==> src/rtl/instruction_fetch_unit_pkg.sv <==
// Shared CPU definitions used by the fetch unit and its IF/ID register.
package instruction_fetch_unit_pkg;

  localparam int WORD_W = 32;

  localparam logic [WORD_W-1:0] PC_STEP   = 32'd4;
  localparam logic [WORD_W-1:0] NOP_INSTR = 32'h0000_0000;

  typedef enum logic [1:0] {
    ST_BOOT = 2'd0,
    ST_RUN  = 2'd1,
    ST_HALT = 2'd2
  } fetch_state_t;

  // A fetch address is illegal if it lies past the last memory word or is not word aligned.
  function automatic logic pc_is_illegal(input logic [WORD_W-1:0] pc,
                                         input logic [WORD_W-1:0] last_pc);
    return (pc > last_pc) || (pc[1:0] != 2'b00);
  endfunction

endpackage

==> src/rtl/instruction_fetch_unit_if_id_reg.sv <==
// IF/ID pipeline register.
// Clear wipes valid and the instruction. Load captures a new instruction and marks it valid.
// Kill drops only the valid bit so the other fields keep their contents.
// When no control is asserted, every field holds its value.
module instruction_fetch_unit_if_id_reg
  import instruction_fetch_unit_pkg::*;
(
  input  logic              i_clk,
  input  logic              i_rst_n,
  input  logic              i_clear,
  input  logic              i_load,
  input  logic              i_kill,
  input  logic [WORD_W-1:0] i_instr,
  input  logic [WORD_W-1:0] i_pc,
  input  logic [WORD_W-1:0] i_pc_plus4,
  output logic              o_valid,
  output logic [WORD_W-1:0] o_instr,
  output logic [WORD_W-1:0] o_pc,
  output logic [WORD_W-1:0] o_pc_plus4
);

  logic              r_valid;
  logic [WORD_W-1:0] r_instr;
  logic [WORD_W-1:0] r_pc;
  logic [WORD_W-1:0] r_pc_plus4;

  // Update the IF/ID fields. Clear has the highest priority, then load, then kill.
  always_ff @(posedge i_clk or negedge i_rst_n) begin
    if (!i_rst_n) begin
      r_valid    <= 1'b0;
      r_instr    <= NOP_INSTR;
      r_pc       <= '0;
      r_pc_plus4 <= '0;
    end else if (i_clear) begin
      r_valid <= 1'b0;
      r_instr <= NOP_INSTR;
    end else if (i_load) begin
      r_valid    <= 1'b1;
      r_instr    <= i_instr;
      r_pc       <= i_pc;
      r_pc_plus4 <= i_pc_plus4;
    end else if (i_kill) begin
      r_valid <= 1'b0;
    end
  end

  assign o_valid    = r_valid;
  assign o_instr    = r_instr;
  assign o_pc       = r_pc;
  assign o_pc_plus4 = r_pc_plus4;

endmodule

==> src/rtl/instruction_fetch_unit.sv <==
// Instruction fetch unit.
// This block owns the PC and drives the instruction memory address.
// It selects the next PC, detects out-of-range or misaligned fetches, and
// sequences BOOT, RUN and HALT around the IF/ID register.
module instruction_fetch_unit
  import instruction_fetch_unit_pkg::*;
#(
  parameter logic [31:0] RESET_PC   = 32'h0000_0000,
  parameter int          IMEM_WORDS = 32
) (
  input  logic        i_clk,
  input  logic        i_rst_n,
  output logic [31:0] o_imem_addr,
  input  logic [31:0] i_imem_instr,
  input  logic        i_stall,
  input  logic        i_flush,
  input  logic        i_branch_taken,
  input  logic [31:0] i_branch_target,
  input  logic        i_jump,
  input  logic [31:0] i_jump_target,
  output logic [31:0] o_pc,
  output logic        o_if_id_valid,
  output logic [31:0] o_if_id_instr,
  output logic [31:0] o_if_id_pc,
  output logic [31:0] o_if_id_pc_plus4,
  output logic        o_fetch_fault
);

  localparam logic [WORD_W-1:0] LAST_PC = WORD_W'(4 * IMEM_WORDS - 4);

  fetch_state_t      r_state;
  fetch_state_t      w_next_state;
  logic [WORD_W-1:0] r_pc;
  logic [WORD_W-1:0] w_next_pc;
  logic              r_fetch_fault;
  logic              w_set_fault;
  logic [WORD_W-1:0] w_pc_plus4;
  logic [WORD_W-1:0] w_redirect_target;
  logic              w_redirect;
  logic              w_fault;
  logic              w_load;
  logic              w_kill;
  logic              w_clear;

  assign w_pc_plus4        = r_pc + PC_STEP;
  assign w_fault           = pc_is_illegal(r_pc, LAST_PC);
  assign w_redirect        = i_branch_taken | i_jump;
  assign w_redirect_target = i_branch_taken ? i_branch_target : i_jump_target;

  // Register the FSM state, the PC and the sticky fault flag.
  always_ff @(posedge i_clk or negedge i_rst_n) begin
    if (!i_rst_n) begin
      r_state       <= ST_BOOT;
      r_pc          <= RESET_PC;
      r_fetch_fault <= 1'b0;
    end else begin
      r_state <= w_next_state;
      r_pc    <= w_next_pc;
      if (w_set_fault) begin
        r_fetch_fault <= 1'b1;
      end
    end
  end

  // Compute the next state, the next PC and the IF/ID controls. Priority in RUN is fault, redirect, stall, flush, then normal fetch.
  always_comb begin
    w_next_state = r_state;
    w_next_pc    = r_pc;
    w_set_fault  = 1'b0;
    w_load       = 1'b0;
    w_kill       = 1'b0;
    w_clear      = 1'b0;
    case (r_state)
      ST_BOOT: begin
        w_next_state = ST_RUN;
      end
      ST_RUN: begin
        if (w_fault) begin
          w_set_fault  = 1'b1;
          w_clear      = 1'b1;
          w_next_state = ST_HALT;
        end else if (w_redirect) begin
          w_next_pc = w_redirect_target;
          w_kill    = 1'b1;
        end else if (i_stall) begin
          w_kill = i_flush;
        end else if (i_flush) begin
          w_next_pc = w_pc_plus4;
          w_kill    = 1'b1;
        end else begin
          w_next_pc = w_pc_plus4;
          w_load    = 1'b1;
        end
      end
      ST_HALT: begin
        w_next_state = ST_HALT;
      end
      default: begin
        w_next_state = ST_HALT;
        w_clear      = 1'b1;
      end
    endcase
  end

  instruction_fetch_unit_if_id_reg u_if_id_reg (
    .i_clk      (i_clk),
    .i_rst_n    (i_rst_n),
    .i_clear    (w_clear),
    .i_load     (w_load),
    .i_kill     (w_kill),
    .i_instr    (i_imem_instr),
    .i_pc       (r_pc),
    .i_pc_plus4 (w_pc_plus4),
    .o_valid    (o_if_id_valid),
    .o_instr    (o_if_id_instr),
    .o_pc       (o_if_id_pc),
    .o_pc_plus4 (o_if_id_pc_plus4)
  );

  assign o_imem_addr   = r_pc;
  assign o_pc          = r_pc;
  assign o_fetch_fault = r_fetch_fault;

endmodule

==> config.mk <==
export PLATFORM = sky130hd
export DESIGN_NAME = instruction_fetch_unit
export DESIGN_NICKNAME = d
export VERILOG_FILES = /design/src/rtl/instruction_fetch_unit_pkg.sv /design/src/rtl/instruction_fetch_unit_if_id_reg.sv /design/src/rtl/instruction_fetch_unit.sv
export SDC_FILE = /design/constraint.sdc
export NUM_CORES = 1
export LEC_CHECK = 0
export CORE_MARGIN = 5
export CORE_UTILIZATION = 40
export CTS_CLUSTER_DIAMETER = 50
export DETAILED_ROUTE_END_ITERATION = 7
export PLACE_DENSITY = 0.82
export SETUP_SLACK_MARGIN = 0.2
export SLEW_MARGIN = 20
export SYNTH_ARGS = -nofsm -noshare
export SYNTH_HDL_FRONTEND = slang
export SYNTH_HIERARCHICAL = 1
export SYNTH_SLANG_ARGS = --single-unit
export TNS_END_PERCENT = 5
==> constraint.sdc <==
create_clock -name i_clk -period 2.35 [get_ports i_clk]
set_input_delay 0.47 -clock i_clk [delete_from_list [all_inputs] [get_ports i_clk]]
set_output_delay 0.47 -clock i_clk [all_outputs]
set_load 0.005 [all_outputs]
== Word-level counts from Yosys, hierarchy flattened ==
Cells that the tools add are included.

* Add/subtract/negate cells: 1
* $mul: 0
* Div/mod/pow operators: 0
* $lt $le $gt $ge: 1
* Eq/ne operators: 4
* Shifts and indexed selects: 0
* Mux-type cells: 23
* Bitwise logic cells: 3
* Reduce and logical (&&, ||, !) cells: 8

{| class="wikitable"
|+ Operators with widths
! operator !! count
|-
| $mux W32 || 5
|-
| $add A32 B3 Y32 const B || 1
|-
| $gt A32 B7 Y1 const B || 1
|-
| $mux W1 || 15
|-
| $pmux W2 S2 || 1
|-
| $reduce_bool A2 Y1 || 2
|-
| $reduce_and A3 Y1 || 1
|-
| $reduce_bool A3 Y1 || 1
|-
| $eq A2 B1 Y1 const B || 1
|-
| $eq A2 B2 Y1 const B || 1
|-
| $logic_not A2 Y1 || 1
|-
| $mux W2 || 1
|-
| $ne A2 B1 Y1 const B || 1
|-
| $ne A2 B2 Y1 const B || 1
|-
| $not A1 Y1 || 2
|-
| $pmux W1 S2 || 1
|-
| $reduce_and A2 Y1 || 1
|-
| $reduce_or A2 Y1 || 1
|-
| $logic_or A1 B1 Y1 || 1
|-
| $or A1 B1 Y1 || 1
|}

* Bits in registers: 132
* Latch bits: 0
* Memory bits (writable): 0
* Memory bits (read-only): 0
* Input port bits: 102
* Output and inout bits: 162
* Word-level logic and storage cells: 47
* Memories kept: 0

== Longest topological paths before layout ==
Gate-level depths: netlist (run 1).

* Word-level depth: 8
* Mapped depth: 11
* Gate-level depth less buffers: 6

== Modules after synthesis ==
The synthesis (run 1) kept the hierarchy.

{| class="wikitable"
|+ Modules (own cells, without submodules)
! module !! times used !! cells an instance !! area each (um^2) !! seq. area each (um^2)
|-
| instruction_fetch_unit_if_id_reg || 1 || 244 || 4020.1 || 2427.3
|-
| instruction_fetch_unit || 1 || 277 || 2617.5 || 875.8
|}

== Least setup slack after synthesis (run 1) ==
OpenSTA, ideal clock, no wires.

* Path kind: flip-flop to flip-flop
* Start: reg r_pc[15] (netlist: o_imem_addr[15])
* End: reg u_if_id_reg.r_pc[0] (netlist: u_if_id_reg/o_pc[0])
* Arrival: 2.473 ns
* Setup slack: -0.248 ns
* Stages on the path, launching flop included: 12
* Buffers on the path: 5
* Path through: dfrtp_1 buf_4 nor4_2 nand4_1 or2_1 buf_2 nor3b_1 buf_6 nor2b_4 buf_8 buf_12 mux2_4

{| class="wikitable"
|+ RTL lines
! element !! line !! source
|-
| from (decl) || instruction_fetch_unit.sv:33 || <nowiki>logic [WORD_W-1:0] r_pc;</nowiki>
|-
| from (signal assigned) || instruction_fetch_unit.sv:58 || <nowiki>r_pc <= w_next_pc;</nowiki>
|-
| $gt A32 B7 Y1 || instruction_fetch_unit_pkg.sv:18 || <nowiki>return (pc > last_pc) || (pc[1:0] != 2'b00);</nowiki>
|-
| $logic_or A1 B1 Y1 || instruction_fetch_unit_pkg.sv:18 ||
|-
| $mux W1 || instruction_fetch_unit.sv:78 || <nowiki>if (w_fault) begin</nowiki>
|-
| $mux W1 || instruction_fetch_unit.sv:73 || <nowiki>case (r_state)</nowiki>
|-
| named net w_load || instruction_fetch_unit.sv:41 || <nowiki>logic w_load;</nowiki>
|-
| $reduce_and A2 Y1 (no line) || - ||
|-
| to (signal assigned) || instruction_fetch_unit_if_id_reg.sv:40 || <nowiki>r_pc <= i_pc;</nowiki>
|-
| to (decl) || instruction_fetch_unit_if_id_reg.sv:24 || <nowiki>logic [WORD_W-1:0] r_pc;</nowiki>
|}

The timed path passes the listed nets, and every way through them passes these cells.
A chain may end at the register's enable or synchronous reset.

== Worst setup path after layout (run 1) ==
* Start: reg r_pc[0] (netlist: o_imem_addr[0])
* End: reg u_if_id_reg.r_pc[14] (netlist: u_if_id_reg/o_pc[14])

{| class="wikitable"
|+ RTL lines
! element !! line
|-
| $gt A32 B7 Y1 or $reduce_bool A2 Y1 (tied branches) || instruction_fetch_unit_pkg.sv:18
|-
| $logic_or A1 B1 Y1 (*) || instruction_fetch_unit_pkg.sv:18
|-
| $mux W1 (*) || instruction_fetch_unit.sv:78
|-
| $mux W1 (*) || instruction_fetch_unit.sv:73
|-
| named net w_load || instruction_fetch_unit.sv:41
|-
| $reduce_and A2 Y1 (no line) (*) || -
|}

The timed path passes the listed nets; every way through them passes the cells marked *.

==> summary.json, run 1 <==
{
  "run_status": {"value": "complete, but fails checks"},
  "failed_checks": {"value": "negative setup slack"},
  "post-place-cells": {"value": 1000},
  "fin_ws": {"value": -126, "unit": "ps"},
  "ctsLongestPathBuffers": {"value": 2},
  "grt_pass1_vias": {"value": 5789},
  "vias_per_cell": {"value": 5.08},
  "crit_path_max_fanout": {"value": 7},
  "cts_hold_repair.buffers": {"value": 0},
  "synth_cell_type_count": {"value": 58},
  "synth_top_area_frac": {"value": 0.498},
  "overflow": {"value": 0},
  "critical_path_arrival": {"value": 2770, "unit": "ps"},
  "postSynthAreaPerCell": {"value": 12.7, "unit": "um^2"},
  "drc_errors": {"value": 0},
  "setup_tns": {"value": -6790, "unit": "ps"},
  "setup_viol_count_final": {"value": 86},
  "max_stage_delay": {"value": 400, "unit": "ps"},
  "chipHeight": {"value": 139, "unit": "um"},
  "initial_core_util": {"value": 0.405},
  "reg2reg_setup_slack": {"value": -130, "unit": "ps"},
  "ioPinCount": {"value": 264},
  "fillCellCount": {"value": 1222},
  "vdd_drop_max": {"value": 0.501, "unit": "mV"},
  "n_antenna_cell": {"value": 0},
  "hold_viol": {"value": 0},
  "seq_area_frac_synth": {"value": 0.498},
  "finalClockSkew": {"value": 8.54, "unit": "ps"},
  "routabilityCongestion": {"value": 0.838},
  "multi_input_comb_area": {"value": 0.00287, "unit": "mm^2"},
  "fp.coreArea": {"value": 0.0164, "unit": "mm^2"},
  "finalNetCount": {"value": 915},
  "maxCapViolations": {"value": 0},
  "period_needed": {"value": 2480, "unit": "ps"},
  "share_of_synthesized_registers_carrying_an_async_set_or_reset": {"value": 1.00},
  "critical_path_depth": {"value": 9},
  "rows": {"value": 47},
  "clockRootBuffer": {"value": "sky130_fd_sc_hd__clkbuf_16"},
  "tritoncts_clock_tree": {"value": "built"},
  "timing.critical_path.buf_inv": {"value": 3},
  "period_share": {"value": 1.05},
  "route.vias.total": {"value": 5309},
  "die_area": {"value": 0.0193, "unit": "mm^2"},
  "slew_headroom": {"value": 0.600},
  "port-buffer-count": {"value": 263},
  "synth-seq-cells": {"value": 132},
  "grt_use_total": {"value": 0.219},
  "ff_latch_area": {"value": 0.00331, "unit": "mm^2"},
  "rr_worst_depth": {"value": 9},
  "drive_above_1_share": {"value": 0.236},
  "worst_setup_hold_path_clk_slew": {"value": 60, "unit": "ps"},
  "timing.critical_path.max_delay_family": {"value": "simple AND/OR/NAND/NOR gates"},
  "category_of_the_most_critical_setup_path": {"value": "reg -> reg"},
  "htree_num_levels": {"value": 4},
  "cp_cell_sequence": {"value": "nor4_4 -> nand4_1 -> or2_4 -> nor3b_4 -> nor2b_4 -> buf_6 -> buf_6 -> buf_12 -> mux2_4"},
  "cell_repeated_most_along_the_worst_path": {"value": "sky130_fd_sc_hd__buf_6"},
  "tritoncts.num_buffers": {"value": 17},
  "first_iter_violations": {"value": 331},
  "grt_pass1_wl": {"value": 33.2, "unit": "mm"},
  "crit-reg2reg-capture": {"value": "u_if_id_reg/o_pc[14]$_DFFE_PN0P_"},
  "maxSlewViolCount": {"value": 0},
  "clkLatencyLatePin": {"value": 420, "unit": "ps"},
  "dominantRegCellSynth": {"value": "sky130_fd_sc_hd__dfrtp_1"},
  "max_freq": {"value": 404, "unit": "MHz"},
  "grt_setup_unrepaired": {"value": "true"},
  "worstSetupEndpointType": {"value": "flop"},
  "cp-start-kind": {"value": "flop"},
  "synth_edf_count": {"value": 0},
  "critPathSlowestCell": {"value": "sky130_fd_sc_hd__dfrtp_1"},
  "postSynthNetCount": {"value": 624},
  "synthToLayoutAreaGrowth": {"value": 58.2, "unit": "%"},
  "post-dp-hpwl": {"value": 14.8, "unit": "mm"},
  "clkSinkCount": {"value": 132},
  "tightestPinTransition": {"value": 600, "unit": "ps"},
  "post_layout_nonfiller_instances": {"value": 1045},
  "crit_start": {"value": "o_imem_addr[0]$_DFFE_PN0P_"},
  "largest_net_degree_at_the_start_of_global_routing": {"value": 62},
  "power.density_cell_area": {"value": 560, "unit": "mW/mm^2"},
  "antenna_found_initial": {"value": 0},
  "cells_after_synthesis": {"value": 521},
  "synthesis.yosys.warnings": {"value": 6},
  "min-delay-path-class": {"value": "in -> async"},
  "timing.critical_path.required": {"value": 2650, "unit": "ps"},
  "cell_type_with_the_largest_total_area_after_synthesis": {"value": "sky130_fd_sc_hd__dfrtp_1"},
  "drtPass1Iterations": {"value": 4},
  "routed_wl": {"value": 21.1, "unit": "mm"},
  "synth.cell_area": {"value": 0.00664, "unit": "mm^2"},
  "postRouteAntennaNets": {"value": 0},
  "wl_per_cell": {"value": 20.2, "unit": "um"},
  "p_leak": {"value": 4.52, "unit": "nW"},
  "critical_path.endpoint": {"value": "u_if_id_reg/o_pc[14]$_DFFE_PN0P_"},
  "synthTopCellsByArea": {"value": "sky130_fd_sc_hd__dfrtp_1 (50%), sky130_fd_sc_hd__mux2_4 (14%), sky130_fd_sc_hd__mux2i_1 (5.1%), sky130_fd_sc_hd__buf_4 (4.0%), sky130_fd_sc_hd__xnor2_1 (2.6%)"},
  "horizontal_die_dimension": {"value": 139, "unit": "um"},
  "r2r-start": {"value": "o_imem_addr[0]$_DFFE_PN0P_"}
}
kinds of logic (layout without fill, tap and decap cells):
| group | after synthesis | count (layout) | share of synthesized area |
|---|---|---|---|
| AO/OA/AOI/OAI | 73 | 73 | 0.0829 |
| flip-flops | 132 | 132 | 0.498 |
| multiplexers | 102 | 102 | 0.201 |
| adder cells (fa/ha/maj) | 1 | 1 | 0.00188 |
| XOR/XNOR | 28 | 28 | 0.0369 |
| buffers and inverters | 73 | 377 | 0.0843 |
| AND/OR/NAND/NOR | 112 | 112 | 0.0958 |
per-stage QoR:
step           hold WS (ps)  setup WS [ps]  power, mW   util  area (um^2)
3_5_place_dp            458           -381       3.13  0.584         9580
2_1_floorplan           174          -70.1       2.64      -         6680
5_1_grt                63.3           -276       6.10  0.640        10500
3_3_place_gp            451           -460       3.11  0.584         9580
6_report               17.1           -126       5.88  0.640        10500
4_1_cts                43.2           -168       5.92  0.638        10500
repair_timing:
action / in CTS / in global routing
cloned: 5 / 1
setup endpoints to repair: 103 / 97
gates resized for setup: 19 / 1
pin swaps: 4 / 3
setup buffers: 7 / 0
cell type report:
cell class              count  area share
inverters                   9     0.00322
clock buffers              18      0.0418
multi-input cells         316       0.273
well taps                 220      0.0262
flip-flops and latches    132       0.315
clock inverters            14      0.0169
repair buffers            336       0.324
routing by layer:
metal / track usage / wire, um / vias to the layer above
li1: - / - / 2414
met1: 0.271 / 8870 / 2663
met2: 0.373 / 10700 / 192
met3: 0.0476 / 1000 / 40
met4: 0.0891 / 590 / 0
met5: 0 / 0 / -
power by group:
group | switching, mW | internal (mW)
clock | 1.07 | 1.71
combinational | 0.312 | 0.435
sequential | 0.0391 | 2.31
total | 1.42 | 4.46
placed cells by master (no fill, tap or decap), types with 4 or more instances in the layout:
master and n:
sky130_fd_sc_hd__dfrtp_1 129, sky130_fd_sc_hd__buf_4 56, sky130_fd_sc_hd__o21bai_1 19, sky130_fd_sc_hd__o21ai_0 4, sky130_fd_sc_hd__nand3_1 15, sky130_fd_sc_hd__inv_1 9
sky130_fd_sc_hd__clkbuf_16 18, sky130_fd_sc_hd__mux2i_1 34, sky130_fd_sc_hd__nor4_4 5, sky130_fd_sc_hd__nor3_1 4, sky130_fd_sc_hd__buf_16 5, sky130_fd_sc_hd__buf_6 5
sky130_fd_sc_hd__xnor2_1 20, sky130_fd_sc_hd__xor2_1 8, sky130_fd_sc_hd__nand2_1 10, sky130_fd_sc_hd__nor2_1 40, sky130_fd_sc_hd__nand4_1 9, sky130_fd_sc_hd__mux2_4 64
sky130_fd_sc_hd__a22oi_1 19, sky130_fd_sc_hd__buf_12 7, sky130_fd_sc_hd__clkinvlp_4 4, sky130_fd_sc_hd__clkdlybuf4s50_1 261, sky130_fd_sc_hd__nand2b_1 6, sky130_fd_sc_hd__a21oi_1 6
worst reg2reg max path: stages (launching register included):
cell and delay [ps]:
sky130_fd_sc_hd__dfrtp_1 400, sky130_fd_sc_hd__nor4_4 360, sky130_fd_sc_hd__nand4_1 230, sky130_fd_sc_hd__or2_4 300, sky130_fd_sc_hd__nor3b_4 180, sky130_fd_sc_hd__nor2b_4 230
sky130_fd_sc_hd__buf_6 130, sky130_fd_sc_hd__buf_6 90, sky130_fd_sc_hd__buf_12 120, sky130_fd_sc_hd__mux2_4 300
registers in the layout (all words and copies together), names as in the netlist:
| register | count |
|---|---|
| o_imem_addr | 32 |
| u_if_id_reg/o_instr | 32 |
| u_if_id_reg/o_pc | 32 |
| u_if_id_reg/o_pc_plus4 | 32 |
| r_state | 2 |
| o_fetch_fault | 1 |
| u_if_id_reg/o_valid | 1 |
how the worst min path moves through the flow:
| stage | startpoint | to | slack, ps | depth (start not counted) |
|---|---|---|---|---|
| final | i_rst_n | u_if_id_reg/o_pc[2]$_DFFE_PN0P_ | 20 | 1 |
| after global routing | i_rst_n | u_if_id_reg/o_pc[2]$_DFFE_PN0P_ | 60 | 1 |
| after detailed placement | o_fetch_fault$_DFFE_PN0P_ | o_fetch_fault$_DFFE_PN0P_ | 460 | 1 |
| after CTS | i_rst_n | u_if_id_reg/o_pc[2]$_DFFE_PN0P_ | 40 | 1 |
| after floorplan | i_rst_n | o_fetch_fault$_DFFE_PN0P_ | 170 | 0 |
| after global placement | o_fetch_fault$_DFFE_PN0P_ | o_fetch_fault$_DFFE_PN0P_ | 450 | 1 |
Yosys cell counts (all sizes together) (2+ instances only):
cell,number
a21o,3
a21oi,6
a221o,3
a22oi,19
a31o,4
and3,3
and4,2
buf,55
clkbuf,9
dfrtp,132
inv,9
mux2,68
mux2i,34
nand2,10
nand2b,6
nand3,15
nand4,11
nor2,40
nor2b,3
nor3,5
nor3b,2
nor4,8
o21ai,4
o21bai,19
o22a,2
o22ai,3
o31ai,3
or2,2
xnor2,20
xor2,8
(Power assumes the default switching activity.)
==> inputs of run 2 (changes only) <==
--- a/config.mk
+++ b/config.mk
@@ -10,6 +10,7 @@
 export CTS_CLUSTER_DIAMETER = 50
 export DETAILED_ROUTE_END_ITERATION = 7
 export PLACE_DENSITY = 0.82
+export REMOVE_ABC_BUFFERS = 1
 export SETUP_SLACK_MARGIN = 0.2
 export SLEW_MARGIN = 20
 export SYNTH_ARGS = -nofsm -noshare
==> constraint.sdc (replaced) <==
create_clock -name i_clk -period 2.35 [get_ports i_clk]
set_input_delay 0.3525 -clock i_clk [delete_from_list [all_inputs] [get_ports i_clk]]
set_output_delay 0.3525 -clock i_clk [all_outputs]
set_load 0.005 [all_outputs]
==> run 2 against run 1 <==
  * The flow still finishes with violations (negative setup slack)
  * Wire length fell by 3.1%
  * Combinational power fell by 2%
  * Global-route usage fell by 0.76 points
  * Sequential power barely moved
  * Clock-buffer cell count rose by 4
  * Power fell by 0.24%
  * Maximum frequency barely moved
  * Worst setup slack improved by 1.3 ps
  * Clock skew rose by 2.2 ps
  * Utilization fell by 0.16 points
  * Critical path depth rose by 1
  * Via count fell by 0.77%
  * Largest power group unchanged
  * Highest routed layer unchanged
==> summary.json, run 2 (same netlist as run 1, synthesis figures left out) <==
{
  "run_status": {"value": "complete, but fails checks"},
  "failed_checks": {"value": "negative setup slack"},
  "timing.critical_path.required": {"value": 2640, "unit": "ps", "change": "about the same"},
  "grt_use_total": {"value": 0.211, "change": "-0.00762"},
  "design_area": {"value": 0.0105, "unit": "mm^2", "change": "-0.25%"},
  "grt_setup_unrepaired": {"value": "true"},
  "horizontal_die_dimension": {"value": 139, "unit": "um", "change": "unchanged"},
  "n_antenna_cell": {"value": 0, "change": "unchanged"},
  "post-place-cells": {"value": 999, "change": "-0.10%"},
  "ioPinCount": {"value": 264, "change": "unchanged"},
  "hold_viol": {"value": 0, "change": "unchanged"},
  "rows": {"value": 47, "change": "unchanged"},
  "clkLatencyLatePin": {"value": 420, "unit": "ps", "change": "about the same"},
  "die_area": {"value": 0.0193, "unit": "mm^2", "change": "unchanged"},
  "wl_per_cell": {"value": 19.6, "unit": "um", "change": "-3.1%"},
  "grt_pass1_vias": {"value": 5743, "change": "-0.79%"},
  "routabilityCongestion": {"value": 0.809, "change": "-3.5%"},
  "setup_tns": {"value": -5280, "unit": "ps", "change": "+1520 ps"},
  "grt_pass1_wl": {"value": 32.0, "unit": "mm", "change": "-3.7%"},
  "period_share": {"value": 1.05, "change": "about the same"},
  "vias_per_cell": {"value": 5.04, "change": "-0.77%"},
  "drive_above_1_share": {"value": 0.224, "change": "-0.0121"},
  "antenna_found_initial": {"value": 0, "change": "unchanged"},
  "worst_setup_hold_path_clk_slew": {"value": 60, "unit": "ps", "change": "about the same"},
  "min-delay-path-class": {"value": "reg -> reg"},
  "critical_path_arrival": {"value": 2770, "unit": "ps", "change": "about the same"},
  "worstSetupEndpointType": {"value": "flop"},
  "period_needed": {"value": 2480, "unit": "ps", "change": "-1.29 ps"},
  "tritoncts.num_buffers": {"value": 17, "change": "unchanged"},
  "maxSlewViolCount": {"value": 0, "change": "unchanged"},
  "first_iter_violations": {"value": 257, "change": "-22%"},
  "power": {"value": 5.87, "unit": "mW", "change": "-0.24%"},
  "max_freq": {"value": 404, "unit": "MHz", "change": "about the same"},
  "p_leak": {"value": 4.52, "unit": "nW", "change": "about the same"},
  "fp.coreArea": {"value": 0.0164, "unit": "mm^2", "change": "unchanged"},
  "maxCapViolations": {"value": 0, "change": "unchanged"},
  "post_layout_nonfiller_instances": {"value": 1045, "change": "unchanged"},
  "clkSinkCount": {"value": 132, "change": "unchanged"},
  "drtPass1Iterations": {"value": 4, "change": "unchanged"},
  "mostFrequentLayoutCell": {"value": "sky130_fd_sc_hd__clkdlybuf4s50_1"},
  "final.hold.worst_slack": {"value": 485, "unit": "ps", "change": "+468 ps"},
  "synthToLayoutAreaGrowth": {"value": 57.8, "unit": "%"},
  "fin_ws": {"value": -125, "unit": "ps", "change": "+1.29 ps"},
  "layout_common_cells": {"value": "sky130_fd_sc_hd__clkdlybuf4s50_1 (261), sky130_fd_sc_hd__dfrtp_1 (132), sky130_fd_sc_hd__mux2_4 (64)"},
  "ctsLongestPathBuffers": {"value": 2, "change": "unchanged"},
  "htree_num_levels": {"value": 4, "change": "unchanged"},
  "port-buffer-count": {"value": 263, "change": "unchanged"},
  "slew_headroom": {"value": 0.566, "change": "-0.0342"},
  "tightestPinTransition": {"value": 651, "unit": "ps", "change": "+51.3 ps"},
  "overflow": {"value": 0, "change": "unchanged"},
  "chipHeight": {"value": 139, "unit": "um", "change": "unchanged"},
  "initial_core_util": {"value": 0.405, "change": "unchanged"},
  "placed_area": {"value": 0.00952, "unit": "mm^2", "change": "-0.67%"},
  "crit_path_max_fanout": {"value": 6, "change": "-1"},
  "route.vias.total": {"value": 5268, "change": "-0.77%"},
  "setup_viol_count_final": {"value": 64, "change": "-26%"},
  "finalClockSkew": {"value": 10.7, "unit": "ps", "change": "+2.16 ps"},
  "postRouteAntennaNets": {"value": 0, "change": "unchanged"},
  "finalNetCount": {"value": 916, "change": "+0.11%"},
  "post-dp-hpwl": {"value": 14.6, "unit": "mm", "change": "-1.1%"},
  "clockRootBuffer": {"value": "sky130_fd_sc_hd__clkbuf_16"},
  "tritoncts_clock_tree": {"value": "built"},
  "vdd_drop_max": {"value": 0.522, "unit": "mV", "change": "+4.2%"},
  "category_of_the_most_critical_setup_path": {"value": "reg -> reg"},
  "power.density_cell_area": {"value": 560, "unit": "mW/mm^2", "change": "about the same"},
  "routed_wl": {"value": 20.5, "unit": "mm", "change": "-3.1%"},
  "cp-start-kind": {"value": "flop"},
  "drc_errors": {"value": 0, "change": "unchanged"},
  "largest_net_degree_at_the_start_of_global_routing": {"value": 71, "change": "+15%"}
}
[run 2: changes by cell type in the layout (fill, tap and decap cells not counted), moves of 2 or more]
cell	previous run	this run
sky130_fd_sc_hd__buf_6	5	3
sky130_fd_sc_hd__clkbuf_1	0	3
sky130_fd_sc_hd__clkinv_4	3	0
sky130_fd_sc_hd__dfrtp_1	129	132
sky130_fd_sc_hd__dfrtp_2	3	0
sky130_fd_sc_hd__inv_6	3	0
sky130_fd_sc_hd__nor4_2	3	5
sky130_fd_sc_hd__nor4_4	5	2
[run 2: per-layer routing]
| metal | share of wire | vias to the layer above | global-route usage |
|---|---|---|---|
| li1 | - | 2409 | - |
| met1 | 0.41 | 2559 | 0.257 |
| met2 | 0.49 | 255 | 0.351 |
| met3 | 0.076 | 45 | 0.0631 |
| met4 | 0.027 | 0 | 0.0881 |
| met5 | 0 | - | 0 |
[run 2: what timing repair did]
item	4_1_cts	5_1_grt
pin swaps	4	2
gates resized for setup	15	6
endpoints found under the hold margin	67	0
setup endpoints to repair	97	101
buffers inserted	6	3
hold buffers	1	0
cloned	5	0
[run 2: report_power, final]
part / internal, mW / switching (mW)
combinational: 0.428 / 0.302
sequential: 2.31 / 0.0343
clock: 1.82 / 0.967
total: 4.56 / 1.30
[run 2: worst paths after layout]
check                                       startpoint                                      to  slack (ps)  depth (start not counted)
hold reg to reg              o_fetch_fault$_DFFE_PN0P_               o_fetch_fault$_DFFE_PN0P_         490                          1
setup reg to reg           o_imem_addr[12]$_DFFE_PN0P_        u_if_id_reg/o_pc[25]$_DFFE_PN0P_        -130                         10
setup / recovery           o_imem_addr[12]$_DFFE_PN0P_        u_if_id_reg/o_pc[25]$_DFFE_PN0P_        -130                         10
min in group asynchronous                      i_rst_n     u_if_id_reg/o_instr[15]$_DFFE_PN0P_         510                          2
max in group asynchronous                      i_rst_n  u_if_id_reg/o_pc_plus4[30]$_DFFE_PN0P_        1080                          3
hold / removal               o_fetch_fault$_DFFE_PN0P_               o_fetch_fault$_DFFE_PN0P_         490                          1
[run 2: per-stage QoR]
stage	setup WS, ps	utilization
after floorplan	-5110	-
after global placement	-91.4	0.580
after detailed placement	-179	0.580
after CTS	-114	0.635
after global routing	-241	0.638
final	-125	0.638
[run 2: cell type report]
cell class	instances	area (um^2)
Inverter	9	33.8
Sequential cell	132	3300
Multi-Input combinational cell	316	2820
Fill cell	1240	5930
Tap cell	220	275
Timing Repair Buffer	337	3420
Clock buffer	22	464
Clock inverter	9	153
[run 2: worst max-delay path, stage by stage, from the launching register on]
cell and delay [ps]:
sky130_fd_sc_hd__dfrtp_1 380, sky130_fd_sc_hd__nor4_2 310, sky130_fd_sc_hd__buf_4 160, sky130_fd_sc_hd__nand4_1 100
sky130_fd_sc_hd__or2_1 280, sky130_fd_sc_hd__nor3b_2 200, sky130_fd_sc_hd__nor2b_4 240, sky130_fd_sc_hd__buf_12 130
sky130_fd_sc_hd__buf_8 120, sky130_fd_sc_hd__buf_12 130, sky130_fd_sc_hd__mux2_4 300
